$ cat src/rtl/banzai_pkg.sv
// Shared types and constants for the banzAI AXI-Lite register front-end.
package banzai_pkg;

  typedef enum logic [1:0] {
    OKAY   = 2'd0,
    EXOKAY = 2'd1,
    SLVERR = 2'd2,
    DECERR = 2'd3
  } axil_resp_e;

  typedef enum logic [2:0] {
    ST_IDLE,
    ST_WCOLLECT,
    ST_ISSUE,
    ST_WAIT,
    ST_BRESP,
    ST_RRESP
  } regif_state_e;

  localparam logic [31:0] ERR_RDATA = 32'hDEADBEEF;

endpackage

$ cat src/rtl/banzai_axil_decode.sv
// Window and alignment check for one AXI byte address; yields the word offset
// of the address relative to the start of the register window.
module banzai_axil_decode
  import banzai_pkg::*;
#(
  parameter int                    ADDR_WIDTH = 32,
  parameter logic [ADDR_WIDTH-1:0] BASE_ADDR  = '0,
  parameter int                    SPAN_BYTES = 4096
) (
  input  logic [ADDR_WIDTH-1:0] addr,
  output logic                  hit,
  output logic                  aligned,
  output logic [ADDR_WIDTH-3:0] word_offset
);

  logic [ADDR_WIDTH-1:0] offset;
  logic [ADDR_WIDTH:0]   span;

  // The extra span bit keeps a window reaching the top of the address space representable.
  always_comb begin
    offset      = addr - BASE_ADDR;
    span        = (ADDR_WIDTH + 1)'(SPAN_BYTES);
    hit         = (addr >= BASE_ADDR) && ({1'b0, offset} < span);
    aligned     = (addr[1:0] == 2'b00);
    word_offset = offset[ADDR_WIDTH-1:2];
  end

endmodule

$ cat src/rtl/banzai_axil_regif.sv
// AXI-Lite slave that turns each read or write into a single request on the
// core register port, one transaction in flight, with decode and timeout.
module banzai_axil_regif
  import banzai_pkg::*;
#(
  parameter int                    ADDR_WIDTH = 32,
  parameter int                    DATA_WIDTH = 32,
  parameter logic [ADDR_WIDTH-1:0] BASE_ADDR  = '0,
  parameter int                    SPAN_BYTES = 4096,
  parameter int                    TIMEOUT    = 255
) (
  input  logic                    clk,
  input  logic                    rst,
  input  logic                    aw_valid,
  output logic                    aw_ready,
  input  logic [ADDR_WIDTH-1:0]   aw_addr,
  input  logic                    w_valid,
  output logic                    w_ready,
  input  logic [DATA_WIDTH-1:0]   w_data,
  input  logic [DATA_WIDTH/8-1:0] w_strb,
  output logic                    b_valid,
  input  logic                    b_ready,
  output logic [1:0]              b_resp,
  input  logic                    ar_valid,
  output logic                    ar_ready,
  input  logic [ADDR_WIDTH-1:0]   ar_addr,
  output logic                    r_valid,
  input  logic                    r_ready,
  output logic [DATA_WIDTH-1:0]   r_data,
  output logic [1:0]              r_resp,
  output logic                    req_valid,
  input  logic                    req_ready,
  output logic                    req_we,
  output logic [ADDR_WIDTH-3:0]   req_addr,
  output logic [DATA_WIDTH-1:0]   req_wdata,
  output logic [DATA_WIDTH/8-1:0] req_wstrb,
  input  logic                    rsp_valid,
  input  logic [DATA_WIDTH-1:0]   rsp_rdata,
  input  logic                    rsp_err
);

  localparam int CNT_W = (TIMEOUT > 1) ? $clog2(TIMEOUT) : 1;
  localparam logic [CNT_W-1:0] TMO_LAST = CNT_W'((TIMEOUT > 0) ? TIMEOUT - 1 : 0);

  regif_state_e            state_q, state_d;
  logic                    rr_q, rr_d;
  logic                    have_aw_q, have_aw_d;
  logic                    have_w_q, have_w_d;
  logic [ADDR_WIDTH-1:0]   aw_addr_q, aw_addr_d;
  logic [DATA_WIDTH-1:0]   w_data_q, w_data_d;
  logic [DATA_WIDTH/8-1:0] w_strb_q, w_strb_d;
  logic                    req_valid_q, req_valid_d;
  logic                    req_we_q, req_we_d;
  logic [ADDR_WIDTH-3:0]   req_addr_q, req_addr_d;
  logic [DATA_WIDTH-1:0]   req_wdata_q, req_wdata_d;
  logic [DATA_WIDTH/8-1:0] req_wstrb_q, req_wstrb_d;
  logic [CNT_W-1:0]        cnt_q, cnt_d;
  logic                    late_q, late_d;
  logic                    b_valid_q, b_valid_d;
  axil_resp_e              b_resp_q, b_resp_d;
  logic                    r_valid_q, r_valid_d;
  axil_resp_e              r_resp_q, r_resp_d;
  logic [DATA_WIDTH-1:0]   r_data_q, r_data_d;

  logic                    conflict;
  logic                    aw_hs, w_hs, ar_hs;
  logic                    start_wr, start_rd;
  logic [ADDR_WIDTH-1:0]   start_addr;
  logic [DATA_WIDTH-1:0]   start_wdata;
  logic [DATA_WIDTH/8-1:0] start_wstrb;
  logic                    dec_hit, dec_aligned;
  logic [ADDR_WIDTH-3:0]   dec_offset;
  logic                    fin, fin_we;
  axil_resp_e              fin_resp;
  logic [DATA_WIDTH-1:0]   fin_rdata;

  // Readies are held low throughout reset; when AR and AW/W contend, the round-robin bit picks the winner.
  always_comb begin
    conflict = ar_valid && (aw_valid || w_valid);
    aw_ready = 1'b0;
    w_ready  = 1'b0;
    ar_ready = 1'b0;
    if (!rst) begin
      if (state_q == ST_IDLE) begin
        aw_ready = !(conflict && rr_q);
        w_ready  = !(conflict && rr_q);
        ar_ready = !(conflict && !rr_q);
      end else if (state_q == ST_WCOLLECT) begin
        aw_ready = !have_aw_q;
        w_ready  = !have_w_q;
      end
    end
  end

  assign aw_hs = aw_valid && aw_ready;
  assign w_hs  = w_valid && w_ready;
  assign ar_hs = ar_valid && ar_ready;

  always_comb begin
    start_rd    = (state_q == ST_IDLE) && ar_hs;
    start_wr    = ((state_q == ST_IDLE) && aw_hs && w_hs) ||
                  ((state_q == ST_WCOLLECT) && (have_aw_q || aw_hs) && (have_w_q || w_hs));
    start_addr  = aw_addr;
    start_wdata = w_data;
    start_wstrb = w_strb;
    if (start_rd) begin
      start_addr = ar_addr;
    end else if (state_q == ST_WCOLLECT) begin
      if (have_aw_q) start_addr = aw_addr_q;
      if (have_w_q) begin
        start_wdata = w_data_q;
        start_wstrb = w_strb_q;
      end
    end
  end

  banzai_axil_decode #(
    .ADDR_WIDTH (ADDR_WIDTH),
    .BASE_ADDR  (BASE_ADDR),
    .SPAN_BYTES (SPAN_BYTES)
  ) u_decode (
    .addr        (start_addr),
    .hit         (dec_hit),
    .aligned     (dec_aligned),
    .word_offset (dec_offset)
  );

  always_comb begin
    state_d     = state_q;
    rr_d        = rr_q;
    have_aw_d   = have_aw_q;
    have_w_d    = have_w_q;
    aw_addr_d   = aw_hs ? aw_addr : aw_addr_q;
    w_data_d    = w_hs ? w_data : w_data_q;
    w_strb_d    = w_hs ? w_strb : w_strb_q;
    req_valid_d = req_valid_q;
    req_we_d    = req_we_q;
    req_addr_d  = req_addr_q;
    req_wdata_d = req_wdata_q;
    req_wstrb_d = req_wstrb_q;
    cnt_d       = cnt_q;
    late_d      = late_q;
    b_valid_d   = b_valid_q;
    b_resp_d    = b_resp_q;
    r_valid_d   = r_valid_q;
    r_resp_d    = r_resp_q;
    r_data_d    = r_data_q;
    fin         = 1'b0;
    fin_resp    = OKAY;
    fin_rdata   = '0;

    // The first response after a timeout belongs to the abandoned request and is swallowed here.
    if (rsp_valid && late_q) late_d = 1'b0;

    case (state_q)
      ST_IDLE: begin
        if (ar_hs || aw_hs || w_hs) rr_d = ~rr_q;
        if (!start_rd && !start_wr && (aw_hs || w_hs)) begin
          state_d   = ST_WCOLLECT;
          have_aw_d = aw_hs;
          have_w_d  = w_hs;
        end
      end
      ST_WCOLLECT: begin
        if (aw_hs) have_aw_d = 1'b1;
        if (w_hs) have_w_d = 1'b1;
        if (start_wr) begin
          have_aw_d = 1'b0;
          have_w_d  = 1'b0;
        end
      end
      ST_ISSUE: begin
        if (req_ready) begin
          req_valid_d = 1'b0;
          cnt_d       = '0;
          state_d     = ST_WAIT;
        end
      end
      ST_WAIT: begin
        if (rsp_valid && !late_q) begin
          fin       = 1'b1;
          fin_resp  = rsp_err ? SLVERR : OKAY;
          fin_rdata = rsp_rdata;
        end else if (TIMEOUT != 0 && cnt_q == TMO_LAST) begin
          fin       = 1'b1;
          fin_resp  = SLVERR;
          fin_rdata = DATA_WIDTH'(ERR_RDATA);
          late_d    = 1'b1;
        end else begin
          cnt_d = cnt_q + 1'b1;
        end
      end
      ST_BRESP: begin
        if (b_ready) begin
          b_valid_d = 1'b0;
          state_d   = ST_IDLE;
        end
      end
      ST_RRESP: begin
        if (r_ready) begin
          r_valid_d = 1'b0;
          state_d   = ST_IDLE;
        end
      end
      default: state_d = ST_IDLE;
    endcase

    if (start_wr || start_rd) begin
      req_we_d = start_wr;
      if (!dec_hit) begin
        fin       = 1'b1;
        fin_resp  = DECERR;
        fin_rdata = DATA_WIDTH'(ERR_RDATA);
      end else if (!dec_aligned) begin
        fin       = 1'b1;
        fin_resp  = SLVERR;
        fin_rdata = DATA_WIDTH'(ERR_RDATA);
      end else begin
        state_d     = ST_ISSUE;
        req_valid_d = 1'b1;
        req_addr_d  = dec_offset;
        req_wdata_d = start_wr ? start_wdata : '0;
        req_wstrb_d = start_wr ? start_wstrb : '0;
      end
    end

    fin_we = (start_wr || start_rd) ? start_wr : req_we_q;
    if (fin) begin
      if (fin_we) begin
        state_d   = ST_BRESP;
        b_valid_d = 1'b1;
        b_resp_d  = fin_resp;
      end else begin
        state_d   = ST_RRESP;
        r_valid_d = 1'b1;
        r_resp_d  = fin_resp;
        r_data_d  = fin_rdata;
      end
    end
  end

  always_ff @(posedge clk) begin
    if (rst) begin
      state_q     <= ST_IDLE;
      rr_q        <= 1'b0;
      have_aw_q   <= 1'b0;
      have_w_q    <= 1'b0;
      aw_addr_q   <= '0;
      w_data_q    <= '0;
      w_strb_q    <= '0;
      req_valid_q <= 1'b0;
      req_we_q    <= 1'b0;
      req_addr_q  <= '0;
      req_wdata_q <= '0;
      req_wstrb_q <= '0;
      cnt_q       <= '0;
      late_q      <= 1'b0;
      b_valid_q   <= 1'b0;
      b_resp_q    <= OKAY;
      r_valid_q   <= 1'b0;
      r_resp_q    <= OKAY;
      r_data_q    <= '0;
    end else begin
      state_q     <= state_d;
      rr_q        <= rr_d;
      have_aw_q   <= have_aw_d;
      have_w_q    <= have_w_d;
      aw_addr_q   <= aw_addr_d;
      w_data_q    <= w_data_d;
      w_strb_q    <= w_strb_d;
      req_valid_q <= req_valid_d;
      req_we_q    <= req_we_d;
      req_addr_q  <= req_addr_d;
      req_wdata_q <= req_wdata_d;
      req_wstrb_q <= req_wstrb_d;
      cnt_q       <= cnt_d;
      late_q      <= late_d;
      b_valid_q   <= b_valid_d;
      b_resp_q    <= b_resp_d;
      r_valid_q   <= r_valid_d;
      r_resp_q    <= r_resp_d;
      r_data_q    <= r_data_d;
    end
  end

  assign req_valid = req_valid_q;
  assign req_we    = req_we_q;
  assign req_addr  = req_addr_q;
  assign req_wdata = req_wdata_q;
  assign req_wstrb = req_wstrb_q;
  assign b_valid   = b_valid_q;
  assign b_resp    = b_resp_q;
  assign r_valid   = r_valid_q;
  assign r_resp    = r_resp_q;
  assign r_data    = r_data_q;

  // A core response may never land in the same cycle its request is accepted.
  rsp_not_in_accept_cycle: assert property (@(posedge clk) disable iff (rst)
    !(req_valid && req_ready && rsp_valid));

endmodule

$ cat config.mk
export PLATFORM = sky130hd
export DESIGN_NAME = banzai_axil_regif
export DESIGN_NICKNAME = d
export VERILOG_FILES = /design/src/rtl/banzai_pkg.sv /design/src/rtl/banzai_axil_decode.sv /design/src/rtl/banzai_axil_regif.sv
export SDC_FILE = /design/constraint.sdc
export NUM_CORES = 1
export LEC_CHECK = 0
export BUFFER_PORTS_ARGS = -buffer_cell sky130_fd_sc_hd__buf_4
export CAP_MARGIN = 20
export CORE_UTILIZATION = 30
export DETAILED_ROUTE_END_ITERATION = 6
export HOLD_SLACK_MARGIN = 0.1
export PLACE_DENSITY_LB_ADDON = 0.08
export SLEW_MARGIN = 25
export SYNTH_ARGS = -nofsm -noshare
export SYNTH_HDL_FRONTEND = slang
export SYNTH_SLANG_ARGS = --single-unit
$ cat constraint.sdc
create_clock -name clk -period 5.05 [get_ports clk]
set_input_delay 0.505 -clock clk [delete_from_list [all_inputs] [get_ports clk]]
set_output_delay 0.505 -clock clk [all_outputs]
set_load 0.1 [all_outputs]
== After elaboration in Yosys (flattened, before gate mapping) ==
Cells that the tools add are included.

* Bits in registers: 189
* Bits in latches: 0
* Bits in writable memories: 0
* Memory bits (read-only): 0
* Input bits: 142
* Output and inout bits: 109
* Logic and storage cells: 158
* Memories kept: 0

* Add/subtract/negate cells: 1
* Multiply operators: 0
* Divide/modulo/power cells: 0
* Magnitude comparators: 2
* Equal/unequal tests: 12
* Shift-type cells: 0
* Muxes and demuxes: 78
* Bitwise logic cells: 2
* Reduce and logical (&&, ||, !) cells: 44

{| class="wikitable"
|+ Operator list
! kind !! number
|-
| 32-bit 2-to-1 mux || 13
|-
| 1-bit 2-to-1 mux || 39
|-
| 32-bit by 1-bit >= comparator with 1-bit output, second input constant || 1
|-
| 32-bit by 13-bit less-than comparator with 1-bit output, second input constant || 1
|-
| 3-bit 2-to-1 mux || 8
|-
| 8-bit 2-to-1 mux || 3
|-
| 1-bit logical AND || 16
|-
| 4-bit 2-to-1 mux || 4
|-
| 8-bit case mux with 2 select lines || 1
|-
| 3-bit case mux with 5 select lines || 1
|-
| 2-bit 2-to-1 mux || 7
|-
| 3-bit AND reduction || 3
|-
| 8-bit by 1-bit adder with 8-bit output, second input constant || 1
|-
| 8-bit == test, second input constant || 1
|-
| 1-bit logical NOT || 8
|-
| 1-bit logical OR || 8
|-
| 3-bit by 2-bit == test with 1-bit output, second input constant || 2
|-
| 3-bit == test, second input constant || 2
|-
| 2-bit != test, second input constant || 3
|-
| 3-bit != test, second input constant || 2
|-
| 2-bit AND reduction || 3
|-
| 1-bit case mux with 2 select lines || 2
|-
| 4-bit AND reduction || 1
|-
| 2-bit nonzero test || 2
|-
| 6 further kinds || 7
|}

== Depth between registers and ports, before layout ==
Gate-level depths: netlist (run 1).

* Depth after elaboration: 20
* Mapped depth: 11
* Depth with buffers taken out: 9

== By module ==
Synthesis (run 1) repeated with hierarchy kept, for this count alone.

* Cell total of the unflattened synthesis: 1116
* Area, all modules: 8232.9 um^2

{| class="wikitable"
|+ Modules (own cells, without submodules)
! module !! instances !! cells each !! area each (um^2) !! sequential area each (um^2)
|-
| banzai_axil_regif || 1 || 1077 || 7960.1 || 3783.6
|-
| banzai_axil_decode || 1 || 39 || 272.8 || 0.0
|}

== Worst setup path before layout (run 1) ==
OpenSTA, ideal clock, no wires.

* Path type: input port to output port
* Start: in rst
* End: out w_ready
* Arrival: 3756 ps
* Slack: 789 ps
* Stages on the path: 3
* Cell sequence: clkbuf_1 -> clkbuf_1 -> nor4_1

* Word-level cells in the longest chain between the ends: 1

{| class="wikitable"
|+ RTL lines
! element !! line !! text
|-
| start: declaration || banzai_axil_regif.sv:13 || <nowiki>input logic rst,</nowiki>
|-
| 1-bit 2-to-1 mux || banzai_axil_regif.sv:83 || <nowiki>if (!rst) begin</nowiki>
|-
| end: declaration || banzai_axil_regif.sv:18 || <nowiki>output logic w_ready,</nowiki>
|}

No other way between the ends.

== Worst setup path after layout (run 1) ==
* Start: reg state_q[0]
* End: reg req_addr_q[24], in the netlist req_addr[24]

* Word-level cells in the longest chain between the ends: 11
* Elaborated cells between the ends (all ways): 29

{| class="wikitable"
|+ RTL lines
! element !! line !! text
|-
| start: declaration || banzai_axil_regif.sv:45 || <nowiki>regif_state_e state_q, state_d;</nowiki>
|-
| start signal: assignment || banzai_axil_regif.sv:264 || <nowiki>state_q <= state_d;</nowiki>
|-
| branches (longest 11 deep; another with 32-bit by 1-bit >= comparator with 1-bit output) || n/a ||
|-
| end signal: assignment || banzai_axil_regif.sv:273 || <nowiki>req_addr_q <= req_addr_d;</nowiki>
|-
| end: declaration || banzai_axil_regif.sv:54 || <nowiki>logic [ADDR_WIDTH-3:0] req_addr_q, req_addr_d;</nowiki>
|}

Parallel ways; which one is timed is not known.
A chain may end at the register's enable or synchronous reset.

==> results of run 1 <==
## routing by layer
metal,global-route usage,vias to the layer above,wire (um)
li1,-,3376,-
met1,0.2093,3066,9919
met2,0.2640,186,10000
met3,0.05475,9,1665
met4,0.04206,0,188
met5,0,-,0
## worst paths after layout
kind	startpoint	to	slack [ns]	cells past startpoint
max reg2reg	state_q[0]	req_addr[24]	1.74	8
max	state_q[0]	req_addr[24]	1.74	8
min reg2reg	aw_addr_q[25]	aw_addr_q[25]	0.46	2
min	aw_addr[5]	aw_addr_q[5]	0.31	3
## sequential cells by signal (all words and copies together) (netlist names), 2 cells and up
register and cells:
r_resp 2, state_q 3, r_data 32, w_strb_q 4
w_data_q 32, b_resp 2, aw_addr_q 32, cnt_q 8
req_addr 30, req_wdata 32, req_wstrb 4
## area by class of cell
cell class | count | area [sq um] | area share
Tap cell | 330 | 412.9 | 0.03932
Clock buffer | 18 | 439.2 | 0.04183
Timing Repair Buffer | 262 | 1994 | 0.1899
Inverter | 5 | 18.77 | 0.001787
Multi-Input combinational cell | 596 | 3679 | 0.3503
Sequential cell | 189 | 3784 | 0.3603
Clock inverter | 14 | 172.7 | 0.01644
## logic make-up (layout without fill, tap and decap cells)
logic type / count (synthesis) / count (layout) / share of synthesized area
AO/OA/AOI/OAI: 178 / 178 / 0.1694
XOR/XNOR: 5 / 5 / 0.005652
adder cells (fa/ha/maj): 2 / 2 / 0.003229
buffers and inverters: 64 / 299 / 0.04151
flip-flops: 189 / 189 / 0.4884
multiplexers: 70 / 70 / 0.09044
AND/OR/NAND/NOR: 341 / 341 / 0.2014
## stage by stage
stage               power, mW  utilization  setup WS, ns
floorplan               2.371            -        0.7891
global placement        2.649       0.3897         1.034
detailed placement      2.651       0.3897        0.9332
CTS                     4.055       0.4139         1.393
global route            4.200       0.4158         1.386
finish                  4.002       0.4158         1.740
## layout by cell type, fill, tap and decap left out, drive strengths merged, types with 3 or more instances in the layout
cell / instances
nand3: 15
o21ai: 25
xor2: 5
nand3b: 6
o2bb2ai: 36
mux2i: 70
buf: 262
nand2: 173
nor2b: 4
nor2: 73
a21oi: 81
and2: 21
nand4: 7
inv: 12
clkinv: 5
nor3: 5
dfxtp: 189
nand2b: 6
a211oi: 26
clkbuf: 18
o21bai: 3
nor4: 18
## power by group
part	total (mW)	switching (mW)	leakage, nW	internal, mW
sequential	1.66	0.0724	1.53	1.59
combinational	0.955	0.652	2.30	0.303
clock	1.38	0.659	0.296	0.725
total	4.00	1.38	4.13	2.62
## worst min-delay path, stage by stage
cell	delay, ns
buf_4	0.08
mux2i_1	0.05
nor2_1	0.07
==> impl_metrics.env, run 1 <==
export IMPL_tns_ns=0
export IMPL_crit_fanout=56
export IMPL_fin_nets=1215
export IMPL_grt_usage=0.1641
export IMPL_drtPass1Iterations=5
export IMPL_async_flop_share=0
export IMPL_slew_viol_final=0
export IMPL_cts_buffers=17
export IMPL_design_area_sq_um=10500
export IMPL_drcViolationCount=0
export IMPL_cts_resized=0
export IMPL_die_h_um=162.7
export IMPL_cts_setup_buffers=0
export IMPL_clk_latency_ns=0.43
export IMPL_fin_skew_ns=0.01389
export IMPL_ios=251
export IMPL_dp_cells=1380
export IMPL_synth_edf_count=0
export IMPL_synth_common_cells="189 x dfxtp_1, 173 x nand2_1, 81 x a21oi_1"
export IMPL_drv_cap=0
export IMPL_synth_top_area_share=0.4884
export IMPL_slowest_delay_ns=0.71
export IMPL_cts_sinks=189
export IMPL_cts_hold_buffers=0
export IMPL_period_share=0.6555
export IMPL_cp_common_cell="buf_4"
export IMPL_dieArea_sq_um=26470
export IMPL_coreArea_sq_um=25250
export IMPL_drtIter0Drc=331
export IMPL_fin_crit_ns=3.310
export IMPL_nFillCells=2537
export IMPL_drive_above_1_share=0.3173
export IMPL_worstMarginPinSlew_ns=0.9162
export IMPL_hold_violations=0
export IMPL_ys_warn_count=0
export IMPL_routabilityCongestion=0.7332
export IMPL_timing_hold_ws_ns=0.3117
export IMPL_io_buffer_count=250
export IMPL_num_rows=58
export IMPL_grt_pass1_vias=6366
export IMPL_synth_distinct_cells=44
export IMPL_netlist_instances=849
export IMPL_initial_core_util=0.3068
export IMPL_clock_path_buffers=2
export IMPL_cts_tree="built"
export IMPL_slowest_stage="and4bb_2"
export IMPL_crit_required_ns=5.42
export IMPL_outcome="finished clean"
export IMPL_grt_pass1_wl_um=34000
export IMPL_hp_class="primary input to flip-flop"
export IMPL_netlist_area_sq_um=7747
export IMPL_crit_path_start_kind="flip-flop"
export IMPL_relSlewSlack=0.3877
export IMPL_die_x_um=162.7
export IMPL_antenna_found_initial=0
export IMPL_post_synth_top_count_cell="dfxtp_1"
export IMPL_area_growth_pct=35.53
export IMPL_grt_max_degree=80
export IMPL_cts_max_level=4
export IMPL_cp_num_buf_inv=2
export IMPL_setup_violations=0
export IMPL_path_cells="and4bb_2, o21ai_0, a21oi_1, nor3_2, buf_4, nor2_4, buf_4, and2_1"
export IMPL_postPlaceCellArea_sq_um=9842
export IMPL_wl_per_cell_um=15.40
export IMPL_crit_type="flip-flop to flip-flop"
export IMPL_ys_top_cells_by_area="dfxtp_1 49%, mux2i_1 9.0%, nand2_1 8.4%"
export IMPL_vias=6637
export IMPL_syn_nets=993
export IMPL_rsz0062_at_grt="false"
export IMPL_ys_flop_type="dfxtp_1"
export IMPL_drt_vias_per_instance=4.694
export IMPL_endpoint_kind="flip-flop"
export IMPL_final_antenna_net_count=0
export IMPL_p_leak_nw=4.127
export IMPL_n_antenna_cell=0
export IMPL_place_hpwl_um=14580
export IMPL_power_density_nw_per_um2=381.1
export IMPL_cts_root_buffer="clkbuf_16"
export IMPL_clk_pin_slew_worst_paths_ns=0.08
export IMPL_grt_ovfl_total=0
export IMPL_synth_seq_cells=189
export IMPL_fmax_mhz=302.1
export IMPL_syn_avg_cell_area_sq_um=9.125
export IMPL_synth_yosys_seq_area_share=0.4884
export IMPL_peakVddDrop_v=0.0001820
export IMPL_instances_no_fill=1414
export IMPL_cp_top_family="simple AND/OR/NAND/NOR gates"
export IMPL_wirelength_um=21780
export IMPL_arrival_ns=3.68
export IMPL_yosys_area_top_type="dfxtp_1"
No activity file was read; power rests on OpenSTA's default activity.
==> run 2, diff against run 1 <==
==> constraint.sdc (replaced) <==
create_clock -name clk -period 2.84 [get_ports clk]
set_input_delay 0.284 -clock clk [delete_from_list [all_inputs] [get_ports clk]]
set_output_delay 0.284 -clock clk [all_outputs]
set_load 0.1 [all_outputs]
==> impl_metrics.env, run 2 (synthesis gave the netlist of run 1 again) <==
export IMPL_n_antenna_cell=0
export IMPL_fin_ws_ns=0.1333
export IMPL_slew_viol_final=0
export IMPL_p_sw_mw=2.535
export IMPL_fmax_mhz=369.5
export IMPL_cts_buffers=17
export IMPL_area_growth_pct=50.27
export IMPL_dp_cells=1399
export IMPL_outcome="finished clean"
export IMPL_hp_class="primary input to flip-flop"
export IMPL_fin_crit_ns=2.707
export IMPL_tns_ns=0
export IMPL_cts_sinks=189
export IMPL_clk_latency_ns=0.44
export IMPL_grt_pass1_wl_um=35780
export IMPL_grt_pass1_vias=7001
export IMPL_crit_start="aw_addr[27]"
export IMPL_drt_vias_per_instance=4.607
export IMPL_wirelength_um=22470
export IMPL_dieArea_sq_um=26470
export IMPL_r2r_end="req_addr[2]"
export IMPL_relSlewSlack=0.3787
export IMPL_crit_end="req_wdata[2]"
export IMPL_hold_violations=0
export IMPL_cts_tree="built"
export IMPL_power_density_nw_per_um2=622.4
export IMPL_p_total_mw=7.246
export IMPL_p_leak_nw=4.644
export IMPL_reg2reg_depth=8
export IMPL_final_cell_mix="283 x buf_4, 189 x dfxtp_1, 173 x nand2_1"
export IMPL_num_rows=58
export IMPL_cts_max_level=4
export IMPL_instances_no_fill=1531
export IMPL_drcViolationCount=0
export IMPL_antenna_found_initial=0
export IMPL_fin_skew_ns=0.01792
export IMPL_endpoint_kind="flip-flop"
export IMPL_clock_path_buffers=2
export IMPL_arrival_ns=3.08
export IMPL_peakVddDrop_v=0.0003657
export IMPL_rsz0062_at_grt="false"
export IMPL_ios=251
export IMPL_cts_root_buffer="clkbuf_16"
export IMPL_final_common_cell="buf_4"
export IMPL_pre_cts_ws_ns=0.1273
export IMPL_initial_core_util=0.3068
export IMPL_grt_ovfl_total=0
export IMPL_crit_required_ns=3.21
export IMPL_worstReg2RegStart="state_q[2]"
export IMPL_worst_r2r_setup_slack_ns=0.19
export IMPL_power_frac_comb=0.262
export IMPL_crit_type="primary input to flip-flop"
export IMPL_drv_cap=0
export IMPL_setup_violations=0
export IMPL_wl_per_cell_um=14.68
export IMPL_routabilityCongestion=0.7230
export IMPL_die_x_um=162.7
export IMPL_fin_nets=1332
export IMPL_drive_above_1_share=0.3081
export IMPL_drtIter0Drc=266
export IMPL_crit_fanout=36
export IMPL_worstMarginPinSlew_ns=0.9319
export IMPL_nFillCells=2503
export IMPL_swShare=0.3499
export IMPL_coreArea_sq_um=25250
export IMPL_vias=7054
export IMPL_intPower_mw=4.711
export IMPL_place_hpwl_um=14910
export IMPL_io_buffer_count=250
export IMPL_drtPass1Iterations=4
export IMPL_seq_power_share=0.403
export IMPL_period_share=0.9530
export IMPL_power_frac_clock=0.334
export IMPL_grt_usage=0.1700
export IMPL_final_antenna_net_count=0
export IMPL_clk_pin_slew_worst_paths_ns=0.08
export IMPL_cts_resized=0
export IMPL_die_h_um=162.7
export IMPL_crit_path_start_kind="primary input"
export IMPL_grt_max_degree=82
## run 2: cell types whose count changed in the layout (fill, tap and decap cells not counted), sizes merged
cell and change:
clkinv +3, bufinv -1, dlygate4sd3 +91, inv -2, buf +26
## run 2: final cells by class
cell class | instances | area (sq um) | area share
flip-flops and latches | 189 | 3784 | 0.3250
multi-input cells | 596 | 3681 | 0.3162
repair buffers | 379 | 3136 | 0.2693
clock buffers | 18 | 439.2 | 0.03772
well taps | 330 | 412.9 | 0.03546
clock inverters | 14 | 171.4 | 0.01472
inverters | 5 | 18.77 | 0.001612
## run 2: worst min path at each step
| stage | depth (start not counted) | slack, ns | to | startpoint |
|---|---|---|---|---|
| floorplan | 2 | 0.42 | aw_addr_q[0] | aw_addr[0] |
| global placement | 2 | 0.44 | r_data[17] | r_data[17] |
| detailed placement | 1 | 0.45 | req_addr[19] | req_addr[19] |
| CTS | 3 | 0.10 | w_strb_q[1] | w_strb[1] |
| global route | 3 | 0.12 | w_data_q[1] | w_data[1] |
| finish | 3 | 0.12 | aw_addr_q[30] | aw_addr[30] |
## run 2: metrics by stage
step                      utilization  area, sq um  hold slack, ns
final                          0.4610        11640          0.1213
after detailed placement       0.3981        10050          0.4465
after floorplan                     -         7754          0.4200
after global routing           0.4610        11640          0.1156
after CTS                      0.4583        11570          0.1009
after global placement         0.3981        10050          0.4408
## run 2: timing repair
| item | CTS | global route |
|---|---|---|
| setup buffers | 0 | 9 |
| hold buffers | 91 | 0 |
| hold endpoints to repair | 93 | 0 |
| setup endpoints to repair | 0 | 2 |
## run 2: metal layers
metal  track usage  routed length, um  vias up
met5             0                  0        -
met4       0.05353                342        0
met3       0.05144               1457       23
met2        0.2795              10500      172
met1        0.2118              10170     3241
li1              -                  -     3618
## run 2: critical path: stages
cell           delay [ns]
dlygate4sd3_1        0.56
buf_4                0.15
nor4_1               0.31
nand3_1              0.13
o21ai_0              0.38
a21oi_1              0.17
or4b_2               0.68
buf_12               0.22
o2bb2ai_1            0.17
## run 2: power groups by stage
| stage | Combinational, mW | Sequential [mW] | Clock [mW] |
|---|---|---|---|
| floorplan | 0.801 | 3.42 | 0 |
| global placement | 1.81 | 2.98 | 0 |
| detailed placement | 1.81 | 2.98 | 0 |
| CTS | 1.91 | 2.92 | 2.51 |
| global route | 2.05 | 2.95 | 2.61 |
| finish | 1.90 | 2.92 | 2.42 |
==> run 3, diff against run 2 <==
==> constraint.sdc (replaced) <==
create_clock -name clk -period 2.4 [get_ports clk]
set_input_delay 0.24 -clock clk [delete_from_list [all_inputs] [get_ports clk]]
set_output_delay 0.24 -clock clk [all_outputs]
set_load 0.1 [all_outputs]
==> impl_metrics.env, run 3 (synthesis gave the netlist of run 1 again) <==
export IMPL_initial_core_util=0.3068
export IMPL_dp_cells=1422
export IMPL_fin_nets=1365
export IMPL_grt_max_degree=94
export IMPL_crit_path_start_kind="flip-flop"
export IMPL_area_growth_pct=56.75
export IMPL_cts_max_level=4
export IMPL_fmax_mhz=408.4
export IMPL_wl_per_cell_um=14.79
export IMPL_io_buffer_count=250
export IMPL_vias=7225
export IMPL_drv_cap=0
export IMPL_peakVddDrop_v=0.0004146
export IMPL_multiInputGateArea_sq_um=3790
export IMPL_n_antenna_cell=0
export IMPL_fin_crit_ns=2.448
export IMPL_relSlewSlack=0.4991
export IMPL_clk_pin_slew_worst_paths_ns=0.08
export IMPL_routabilityCongestion=0.7370
export IMPL_final_common_cell="buf_4"
export IMPL_grt_pass1_vias=7069
export IMPL_place_hpwl_um=14990
export IMPL_seq_area_sq_um=3785
export IMPL_wirelength_um=23140
export IMPL_cts_tree="built"
export IMPL_nFillCells=2460
export IMPL_final_cell_mix="292 x buf_4, 188 x dfxtp_1, 173 x nand2_1"
export IMPL_grt_ovfl_total=0
export IMPL_dieArea_sq_um=26470
export IMPL_design_area_sq_um=12140
export IMPL_clock_path_buffers=2
export IMPL_drtPass1Iterations=6
export IMPL_whs_path_depth=5
export IMPL_drcViolationCount=0
export IMPL_crit_fanout=18
export IMPL_coreArea_sq_um=25250
export IMPL_final_antenna_net_count=0
export IMPL_tns_ns=-0.8864
export IMPL_fin_skew_ns=0.01525
export IMPL_failed_checks="setup timing"
export IMPL_die_h_um=162.7
export IMPL_cts_buffers=17
export IMPL_cts_sinks=189
export IMPL_setup_violations=36
export IMPL_fin_ws_ns=-0.04839
export IMPL_p_leak_nw=4.876
export IMPL_period_share=1.020
export IMPL_reg2reg_depth=7
export IMPL_drtIter0Drc=339
export IMPL_drive_above_1_share=0.3347
export IMPL_rsz0062_at_grt="true"
export IMPL_grt_pass1_wl_um=36310
export IMPL_p_total_mw=8.696
export IMPL_num_rows=58
export IMPL_instances_no_fill=1564
export IMPL_cts_root_buffer="clkbuf_16"
export IMPL_antenna_found_initial=0
export IMPL_grt_usage=0.1717
export IMPL_die_x_um=162.7
export IMPL_clk_latency_ns=0.43
export IMPL_pre_cts_ws_ns=-0.1993
export IMPL_slew_viol_final=0
export IMPL_worst_r2r_setup_slack_ns=-0.05
export IMPL_postPlaceCellArea_sq_um=10280
export IMPL_hp_class="primary input to flip-flop"
export IMPL_ios=251
export IMPL_arrival_ns=2.81
export IMPL_crit_required_ns=2.76
export IMPL_drt_vias_per_instance=4.620
export IMPL_outcome="finished, violations left"
export IMPL_crit_type="flip-flop to flip-flop"
export IMPL_worstMarginPinSlew_ns=0.7514
export IMPL_endpoint_kind="flip-flop"
export IMPL_hold_violations=0
export IMPL_power_density_nw_per_um2=716.1
[run 3: changes by cell type in the layout (fill, tap and decap cells not counted), sizes merged]
cell,before,now
buf,288,308
dlygate4sd3,91,101
clkinv,8,5
clkinvlp,1,0
inv,10,13
clkbuf,18,22
[run 3: repair_timing]
item / CTS / global route
setup endpoints to repair: 45 / 95
endpoints found under the hold margin: 113 / 0
resized for setup: 6 / 25
gates cloned: 1 / 4
pin swaps: 0 / 3
hold buffers: 101 / 0
buffers inserted: 1 / 3
[run 3: worst paths after layout]
check | from | to
setup / recovery | state_q[2] | req_wdata[17]
hold / removal | ar_addr[6] | req_addr[4]
setup reg to reg | state_q[2] | req_wdata[17]
hold reg to reg | r_data[17] | r_data[17]
[run 3: area by class of cell]
type / instances / area share
repair buffers: 412 / 0.2926
multi-input cells: 596 / 0.3121
inverters: 5 / 0.001545
clock buffers: 19 / 0.03647
clock inverters: 13 / 0.01164
flip-flops and latches: 189 / 0.3117
well taps: 330 / 0.03400
[run 3: per-layer routing]
metal / wire, um / vias to the layer above / GRT usage
met3: 1305 / 13 / 0.04762
met4: 227 / 0 / 0.04418
met2: 10770 / 184 / 0.2805
met5: 0 / - / 0
li1: - / 3680 / -
met1: 10840 / 3348 / 0.2215
[run 3: report_power, final]
part | leakage [nW] | switching, mW | internal [mW] | total, mW
Combinational | 3.06 | 1.52 | 0.911 | 2.43
Clock | 0.288 | 1.39 | 1.43 | 2.82
Sequential | 1.53 | 0.101 | 3.35 | 3.45
[run 3: critical path, stage by stage, from the launching register on]
cell	delay, ns
dfxtp_1	0.31
or4_4	0.56
or3b_4	0.43
nor2_4	0.12
a21oi_2	0.05
or4b_4	0.58
buf_16	0.22
o2bb2ai_2	0.13
[run 3: per-stage QoR]
stage	util	hold WS (ns)
2_1_floorplan	-	0.3760
3_3_place_gp	0.4070	0.4397
3_5_place_dp	0.4070	0.4449
4_1_cts	0.4723	0.1305
5_1_grt	0.4809	0.1410
6_report	0.4809	0.1441
